==> src/rtl/fa_selftest_driver.sv <==
// Built-in self-test driver/checker for a 1-bit full adder: walks all eight {a,b,cin} vectors.
// Optional per-vector failure mask is built only when FA_SELFTEST_MASK_EN is defined.
module fa_selftest_driver #(
    parameter int unsigned SETTLE = 1
) (
    input  logic       clk,
    input  logic       rst,
    input  logic       start,
    output logic       a,
    output logic       b,
    output logic       cin,
    input  logic       sum,
    input  logic       carry,
    output logic       busy,
    output logic       done,
    output logic       pass,
    output logic [3:0] err_count,
    output logic [2:0] first_fail_vec,
    output logic       first_fail_valid,
    output logic [7:0] fail_mask
);

    localparam logic [3:0] SETTLE_CNT = 4'(SETTLE);

    typedef enum logic [1:0] {
        ST_IDLE   = 2'd0,
        ST_SETTLE = 2'd1,
        ST_CHECK  = 2'd2,
        ST_DONE   = 2'd3
    } state_t;

    state_t     state_q, state_d;
    logic [2:0] vec_q, vec_d;
    logic [3:0] cnt_q, cnt_d;
    logic       a_q, a_d;
    logic       b_q, b_d;
    logic       cin_q, cin_d;
    logic       busy_q, busy_d;
    logic       done_q, done_d;
    logic       pass_q, pass_d;
    logic [3:0] err_count_q, err_count_d;
    logic [2:0] ffv_q, ffv_d;
    logic       ffvalid_q, ffvalid_d;
    logic       exp_sum_s;
    logic       exp_carry_s;
    logic       mismatch_s;
    logic       accept_s;

    assign accept_s    = (state_q == ST_IDLE) && start;
    assign exp_sum_s   = a_q ^ b_q ^ cin_q;
    assign exp_carry_s = (a_q & b_q) | (a_q & cin_q) | (b_q & cin_q);
    assign mismatch_s  = (sum != exp_sum_s) || (carry != exp_carry_s);

    // State register
    always_ff @(posedge clk) begin
        if (rst) begin
            state_q <= ST_IDLE;
        end else begin
            state_q <= state_d;
        end
    end

    // Next-state logic
    always_comb begin
        state_d = state_q;
        case (state_q)
            ST_IDLE: begin
                if (start) begin
                    state_d = ST_SETTLE;
                end else begin
                    state_d = ST_IDLE;
                end
            end
            ST_SETTLE: begin
                // cnt counts SETTLE..1, so this state lasts exactly SETTLE cycles
                if (cnt_q <= 4'd1) begin
                    state_d = ST_CHECK;
                end else begin
                    state_d = ST_SETTLE;
                end
            end
            ST_CHECK: begin
                if (vec_q == 3'd7) begin
                    state_d = ST_DONE;
                end else begin
                    state_d = ST_SETTLE;
                end
            end
            ST_DONE: begin
                state_d = ST_IDLE;
            end
            default: begin
                state_d = ST_IDLE;
            end
        endcase
    end

    // Vector/counter sequencing and result accumulation
    always_comb begin
        vec_d       = vec_q;
        cnt_d       = cnt_q;
        err_count_d = err_count_q;
        ffv_d       = ffv_q;
        ffvalid_d   = ffvalid_q;
        case (state_q)
            ST_IDLE: begin
                if (start) begin
                    vec_d       = 3'd0;
                    cnt_d       = SETTLE_CNT;
                    err_count_d = 4'd0;
                    ffv_d       = 3'd0;
                    ffvalid_d   = 1'b0;
                end else begin
                    vec_d = vec_q;
                end
            end
            ST_SETTLE: begin
                cnt_d = cnt_q - 4'd1;
            end
            ST_CHECK: begin
                if (mismatch_s) begin
                    err_count_d = err_count_q + 4'd1;
                    if (!ffvalid_q) begin
                        ffv_d     = vec_q;
                        ffvalid_d = 1'b1;
                    end else begin
                        ffv_d = ffv_q;
                    end
                end else begin
                    err_count_d = err_count_q;
                end
                if (vec_q != 3'd7) begin
                    vec_d = vec_q + 3'd1;
                    cnt_d = SETTLE_CNT;
                end else begin
                    vec_d = vec_q;
                end
            end
            ST_DONE: begin
                cnt_d = cnt_q;
            end
            default: begin
                cnt_d = cnt_q;
            end
        endcase
    end

    // Outputs are computed from the next state so they are registered yet aligned to it
    always_comb begin
        busy_d = 1'b0;
        done_d = 1'b0;
        a_d    = 1'b0;
        b_d    = 1'b0;
        cin_d  = 1'b0;
        case (state_d)
            ST_SETTLE, ST_CHECK: begin
                busy_d = 1'b1;
                a_d    = vec_d[2];
                b_d    = vec_d[1];
                cin_d  = vec_d[0];
            end
            ST_DONE: begin
                done_d = 1'b1;
            end
            ST_IDLE: begin
                busy_d = 1'b0;
            end
            default: begin
                busy_d = 1'b0;
            end
        endcase
        if (accept_s) begin
            pass_d = 1'b0;
        end else if (state_d == ST_DONE) begin
            pass_d = (err_count_d == 4'd0);
        end else begin
            pass_d = pass_q;
        end
    end

    // Datapath and output registers
    always_ff @(posedge clk) begin
        if (rst) begin
            vec_q       <= 3'd0;
            cnt_q       <= 4'd0;
            a_q         <= 1'b0;
            b_q         <= 1'b0;
            cin_q       <= 1'b0;
            busy_q      <= 1'b0;
            done_q      <= 1'b0;
            pass_q      <= 1'b0;
            err_count_q <= 4'd0;
            ffv_q       <= 3'd0;
            ffvalid_q   <= 1'b0;
        end else begin
            vec_q       <= vec_d;
            cnt_q       <= cnt_d;
            a_q         <= a_d;
            b_q         <= b_d;
            cin_q       <= cin_d;
            busy_q      <= busy_d;
            done_q      <= done_d;
            pass_q      <= pass_d;
            err_count_q <= err_count_d;
            ffv_q       <= ffv_d;
            ffvalid_q   <= ffvalid_d;
        end
    end

`ifdef FA_SELFTEST_MASK_EN
    logic [7:0] mask_q, mask_d;

    // Per-vector failure mask: cleared on start, held after the run
    always_comb begin
        mask_d = mask_q;
        if (accept_s) begin
            mask_d = 8'h00;
        end else if ((state_q == ST_CHECK) && mismatch_s) begin
            mask_d[vec_q] = 1'b1;
        end else begin
            mask_d = mask_q;
        end
    end

    // Mask register
    always_ff @(posedge clk) begin
        if (rst) begin
            mask_q <= 8'h00;
        end else begin
            mask_q <= mask_d;
        end
    end

    assign fail_mask = mask_q;
`else
    assign fail_mask = 8'h00;
`endif

    assign a                = a_q;
    assign b                = b_q;
    assign cin              = cin_q;
    assign busy             = busy_q;
    assign done             = done_q;
    assign pass             = pass_q;
    assign err_count        = err_count_q;
    assign first_fail_vec   = ffv_q;
    assign first_fail_valid = ffvalid_q;

endmodule

==> config.mk <==
export PLATFORM = sky130hd
export DESIGN_NAME = fa_selftest_driver
export DESIGN_NICKNAME = d
export VERILOG_FILES = /design/src/rtl/fa_selftest_driver.sv
export SDC_FILE = /design/constraint.sdc
export NUM_CORES = 1
export LEC_CHECK = 0
export CORE_ASPECT_RATIO = 1.5
export CORE_UTILIZATION = 30
export CTS_CLUSTER_SIZE = 30
export DETAILED_ROUTE_END_ITERATION = 16
export GPL_ROUTABILITY_DRIVEN = 0
export PLACE_DENSITY = 0.5
export SLEW_MARGIN = 10
export SYNTH_ARGS = -nofsm -noshare
export SYNTH_HDL_FRONTEND = slang
export SYNTH_SLANG_ARGS = --single-unit
==> constraint.sdc <==
create_clock -name clk -period 3.75 [get_ports clk]
set_clock_uncertainty 0.2 [all_clocks]
set_input_delay 0.5625 -clock clk [delete_from_list [all_inputs] [get_ports clk]]
set_output_delay 0.5625 -clock clk [all_outputs]
set_load 0.03 [all_outputs]
# == Word-level counts from Yosys, hierarchy flattened ==
# Cells that the tools add are included.
# op_classes
n_addsub,3
order_cmp,1
n_eq_ne,14
muxes,22
bitwise,9
n_reduce_logical,11
# ops
cell,count
4-bit 2-to-1 mux,4
3-bit 2-to-1 mux,5
3-bit one-hot mux with 2 select lines,2
4-bit one-hot mux with 3 select lines,1
2-bit == test (second input constant),4
2-bit != test (second input constant),4
2-bit one-hot mux with 4 select lines,1
4-bit one-hot mux with 2 select lines,1
3-bit AND reduction,2
2-bit OR reduction,3
1-bit 2-to-1 mux,5
4-bit by 1-bit adder with 4-bit output (second input constant),1
2-bit by 1-bit == test with 1-bit output (second input constant),2
4-bit by 1-bit <= comparator with 1-bit output (second input constant),1
4-bit zero test,1
2-bit 2-to-1 mux,2
4-bit AND reduction,1
4-bit by 1-bit subtractor with 4-bit output (second input constant),1
3-bit by 1-bit adder with 3-bit output (second input constant),1
1-bit AND,3
3-bit == test (second input constant),1
3-bit != test (second input constant),1
2-bit zero test,1
1-bit != test,2
7 further kinds,10
# totals
regBits,23
input_bits,5

# == Logic depth before layout (Yosys ltp) ==
# depth
depth_word,8
mapped_depth,8
mapped_depth_nobuf,8

# == Worst setup path before layout ==
# No wires, ideal clock.
# synth_path
kind,reg2reg
start,"reg a_q, in the netlist a"
end,"reg pass_q, in the netlist pass"
arrival_time_ps,2144
t_required_ps,3462
setup_slack_ps,1318
stages_incl_launch_ff,8
path_buffers,0
synth_period_minus_slack_ps,2432
path_cell_list,dfxtp_1 > inv_1 > fa_1 > xor2_2 > a211oi_2 > xnor2_1 > o2111ai_1 > o32ai_2
# synth_via
elab_chain_len,8
elab_cells_between_ends,12
# synth_rtl
item,line_no,rtl
start: declaration,35,"logic a_q, a_d;"
start signal: assignment,186,a_q <= 1'b0;
start signal: assignment,198,a_q <= a_d;
1-bit AND,51,assign exp_carry_s = (a_q & b_q) | (a_q & cin_q) | (b_q & cin_q);
1-bit OR (2 in series),51,
1-bit != test,52,assign mismatch_s = (sum != exp_sum_s) || (carry != exp_carry_s);
1-bit logical OR *,52,
4-bit 2-to-1 mux *,121,if (mismatch_s) begin
4-bit one-hot mux with 2 select lines *,105,case (state_q)
4-bit zero test *,175,pass_d = (err_count_d == 4'd0);
end signal: assignment,203,pass_q <= pass_d;
end: declaration,40,"logic pass_q, pass_d;"
# Mark *: on every way between the ends. The rest lies on a longest branch, timed or not.
# A chain may end at the register's enable or synchronous reset.

# == Worst setup path after layout ==
# Same ends and word-level chain as after synthesis.

==> implementation parameters <==
Parameter                              Value

STA
  Hold Worst Slack ... 0.299 ns
  Setup repair after global routing missed its margin ... false
  Post-route minimum period ... 2.32 ns
  Fmax ... 430 MHz
  Hold violation count in the final report ... 0
  Final sum of negative setup slack ... 0 ns
  Final worst-path cycle share ... 62.0%
  Count of endpoints failing setup in the final report ... 0
  Final Slew Violations ... 0

Global routing
  Maximum number of pins on one net before global-route repair ... 19
  Total overflow reported by the global router ... 0
  Number of global-route vias before repair ... 940
  Antenna violations before repair ... 0
  Global routing usage summed across all routing layers ... 14.1%
  Global-route wire length before repair ... 4530 µm

Synthesis
  Netlist area before placement ... 1250 µm²
  Ys async rst share ... 0%
  Yosys warns ... 0
  Proportion of synthesized chip area in sequential cells ... 36.8%
  Number of library cell types mapped by synthesis ... 41
  Dominant register cell in the synthesized netlist ... sky130_fd_sc_hd__dfxtp_1
  Average instance area after synthesis ... 9.12 µm²
  Number of register bits inferred by synthesis ... 23
  Post-synth EDFFs ... 0
  Cell count after synthesis ... 137

Clocking
  Post-CTS Repair Setup Buffers ... 0
  Clock input transition at the sequential cells of the worst setup and hold paths ... 0.08 ns
  Count of H-tree levels built during CTS ... 1
  CTS tree ... done
  Number of cells upsized or downsized after cts ... 0
  Clk_lat worst skew ... 0.26 ns
  TritonCTS Buffers ... 3
  Number of clock sinks seen by CTS ... 23
  Maximum clock insertion buffer count ... 2
  Number of buffers added to fix hold violations after cts ... 0
  CTS Root Buffer Type ... sky130_fd_sc_hd__clkbuf_8

Power
  Worst supply voltage drop on vdd ... 0.190 mV
  Areal power density over the cells ... 391 nW/µm²
  Post-layout total power ... 0.000578 W
  Total leakage power ... 0.551 nW

Place
  Placed Area ... 1430 µm²
  PortBufs ... 18
  Half-perimeter wire length after detailed placement ... 2040 µm

Run
  Max Cap Violations ... 0

Cells and area
  Ratio of cells with drive above 1 in the final layout ... 11.0%
  Nets ... 167
  Design area ... 1480 µm²
  Synth-to-layout area growth ... 18.2%
  Ant. Diodes ... 0

Route
  Starting DRT DRC Count ... 28
  Antenna-violating nets left ... 0
  Routed via count ... 952
  DR vias/cell ... 4.76
  Final wirelength ... 2630 µm
  Final routed wire length divided by cell count ... 13.1 µm
  Number of detailed-routing iterations run before antenna repair ... 4
  DRC violations left ... 0

Die
  Starting Density ... 31.6%
  Die Area ... 4430 µm²
  Die Width ... 54.7 µm
  Die Span Y ... 81.1 µm
  Count of boundary I/O pins ... 27
  Std-Cell Core Area ... 3960 µm²
  Cell row count ... 28

Setup path
  Critical-path cell list ... inv_1 > fa_1 > xor2_2 > a211oi_2 > xnor2_1 > o2111ai_1 > o32ai_2
  Element type at the critical path start ... register
  Arrival time of data at the critical path endpoint ... 2.30 ns
  Crit end category ... register
  Critical setup path kind ... register to register
  Slowest-stage cell, CP ... sky130_fd_sc_hd__fa_1
  Biggest fanout along the worst timing path ... 5
  Cell count of the worst reg-to-reg path ... 7
  Data required time at the worst endpoint ... 3.72 ns
  Largest stage delay, worst path ... 0.52 ns

Min path
  Worst hold path cell count ... 2
  Worst Hold Class ... register to register

Status
  Run status ... finished clean
==> worst max-delay path, delay by kind of cell (launching register included) <==
| family | cells | cell delay [ns] |
|---|---|---|
| xor+xnor | 2 | 0.39 |
| flops | 1 | 0.34 |
| compound gates | 3 | 0.74 |
| fa+ha+maj | 1 | 0.52 |
| buf+inv | 1 | 0.06 |
==> flip-flops by register name, indices dropped and copies added (netlist names) <==
signal	flops
b	1
cin	1
err_count	4
pass	1
cnt_q	4
done	1
a	1
first_fail_vec	3
state_q	2
vec_q	3
busy	1
first_fail_valid	1
==> final timing paths <==
check	startpoint	to	slack [ns]
worst max register to register	a	pass	1.43
worst max-delay path	a	pass	1.43
worst min register to register	first_fail_valid	first_fail_valid	0.30
worst min-delay path	first_fail_valid	first_fail_valid	0.30
==> stage by stage <==
stage	cells	setup slack, ns	utilization, %
floorplan	144	1.32	-
global placement	196	1.36	36.2
detailed placement	196	1.35	36.2
CTS	200	1.42	37.3
global route	200	1.32	37.3
finish	200	1.43	37.3
==> report_power, final <==
part | switching (W) | internal [W]
Clock | 0.0000760 | 0.0000756
Combinational | 0.0000857 | 0.0000625
Sequential | 0.0000182 | 0.000260
==> area by class of cell <==
type	count	area, µm²
Timing Repair Buffer	19	188
Multi-Input combinational cell	100	694
Sequential cell	23	460
Inverter	9	33.8
Fill cell	419	2480
Clock buffer	4	45.0
Tap cell	45	56.3
==> cells in the mapped netlist (2+ instances only) <==
library cell,number,area [µm²]
sky130_fd_sc_hd__inv_1,8,30.0
sky130_fd_sc_hd__a21oi_1,8,40.0
sky130_fd_sc_hd__xor2_2,2,32.5
sky130_fd_sc_hd__nand2b_1,3,18.8
sky130_fd_sc_hd__nor2_1,13,48.8
sky130_fd_sc_hd__ha_1,5,62.6
sky130_fd_sc_hd__nor2b_1,8,50.1
sky130_fd_sc_hd__o21ai_1,2,10.0
sky130_fd_sc_hd__nor3_1,2,10.0
sky130_fd_sc_hd__nand3_1,2,10.0
sky130_fd_sc_hd__o21ai_0,2,10.0
sky130_fd_sc_hd__and2_1,6,37.5
sky130_fd_sc_hd__mux2i_1,6,60.1
sky130_fd_sc_hd__dfxtp_1,23,460
sky130_fd_sc_hd__buf_4,9,67.6
sky130_fd_sc_hd__xnor2_1,2,17.5
sky130_fd_sc_hd__nand2_1,12,45.0
==> metal layers <==
layer / track usage, % / up-vias / routed length (µm) / part of all wire (%)
met4: 3.85 / 0 / 23 / 0.88
met2: 24.7 / 12 / 1470 / 56
li1: - / 477 / - / -
met3: 1.69 / 2 / 48 / 1.8
met5: 0 / - / 0 / 0
met1: 17.3 / 461 / 1090 / 41
==> layout by cell type (no fill, tap or decap), drive strengths merged, types with 6 or more instances in the layout <==
cell type	instances
conb	8
nand2	12
inv	9
clkdlybuf4s50	18
nor2b	8
dfxtp	23
and2	6
mux2i	6
a21oi	9
nor2	13
==> cell families (layout without fill, tap and decap cells) <==
logic type               count (synthesis)  count (layout)  share of synthesized area [%]
adder cells (fa/ha/maj)                  6               6                           6.61
multiplexers                             6               6                           4.80
flip-flops                              23              23                           36.8
buffers and inverters                   21              32                           9.71
other                                    1               8                          0.300
AND/OR/NAND/NOR                         50              50                           21.0
XOR/XNOR                                 5               5                           4.70
AO/OA/AOI/OAI                           25              25                           16.0
(Power assumes the default switching activity.)
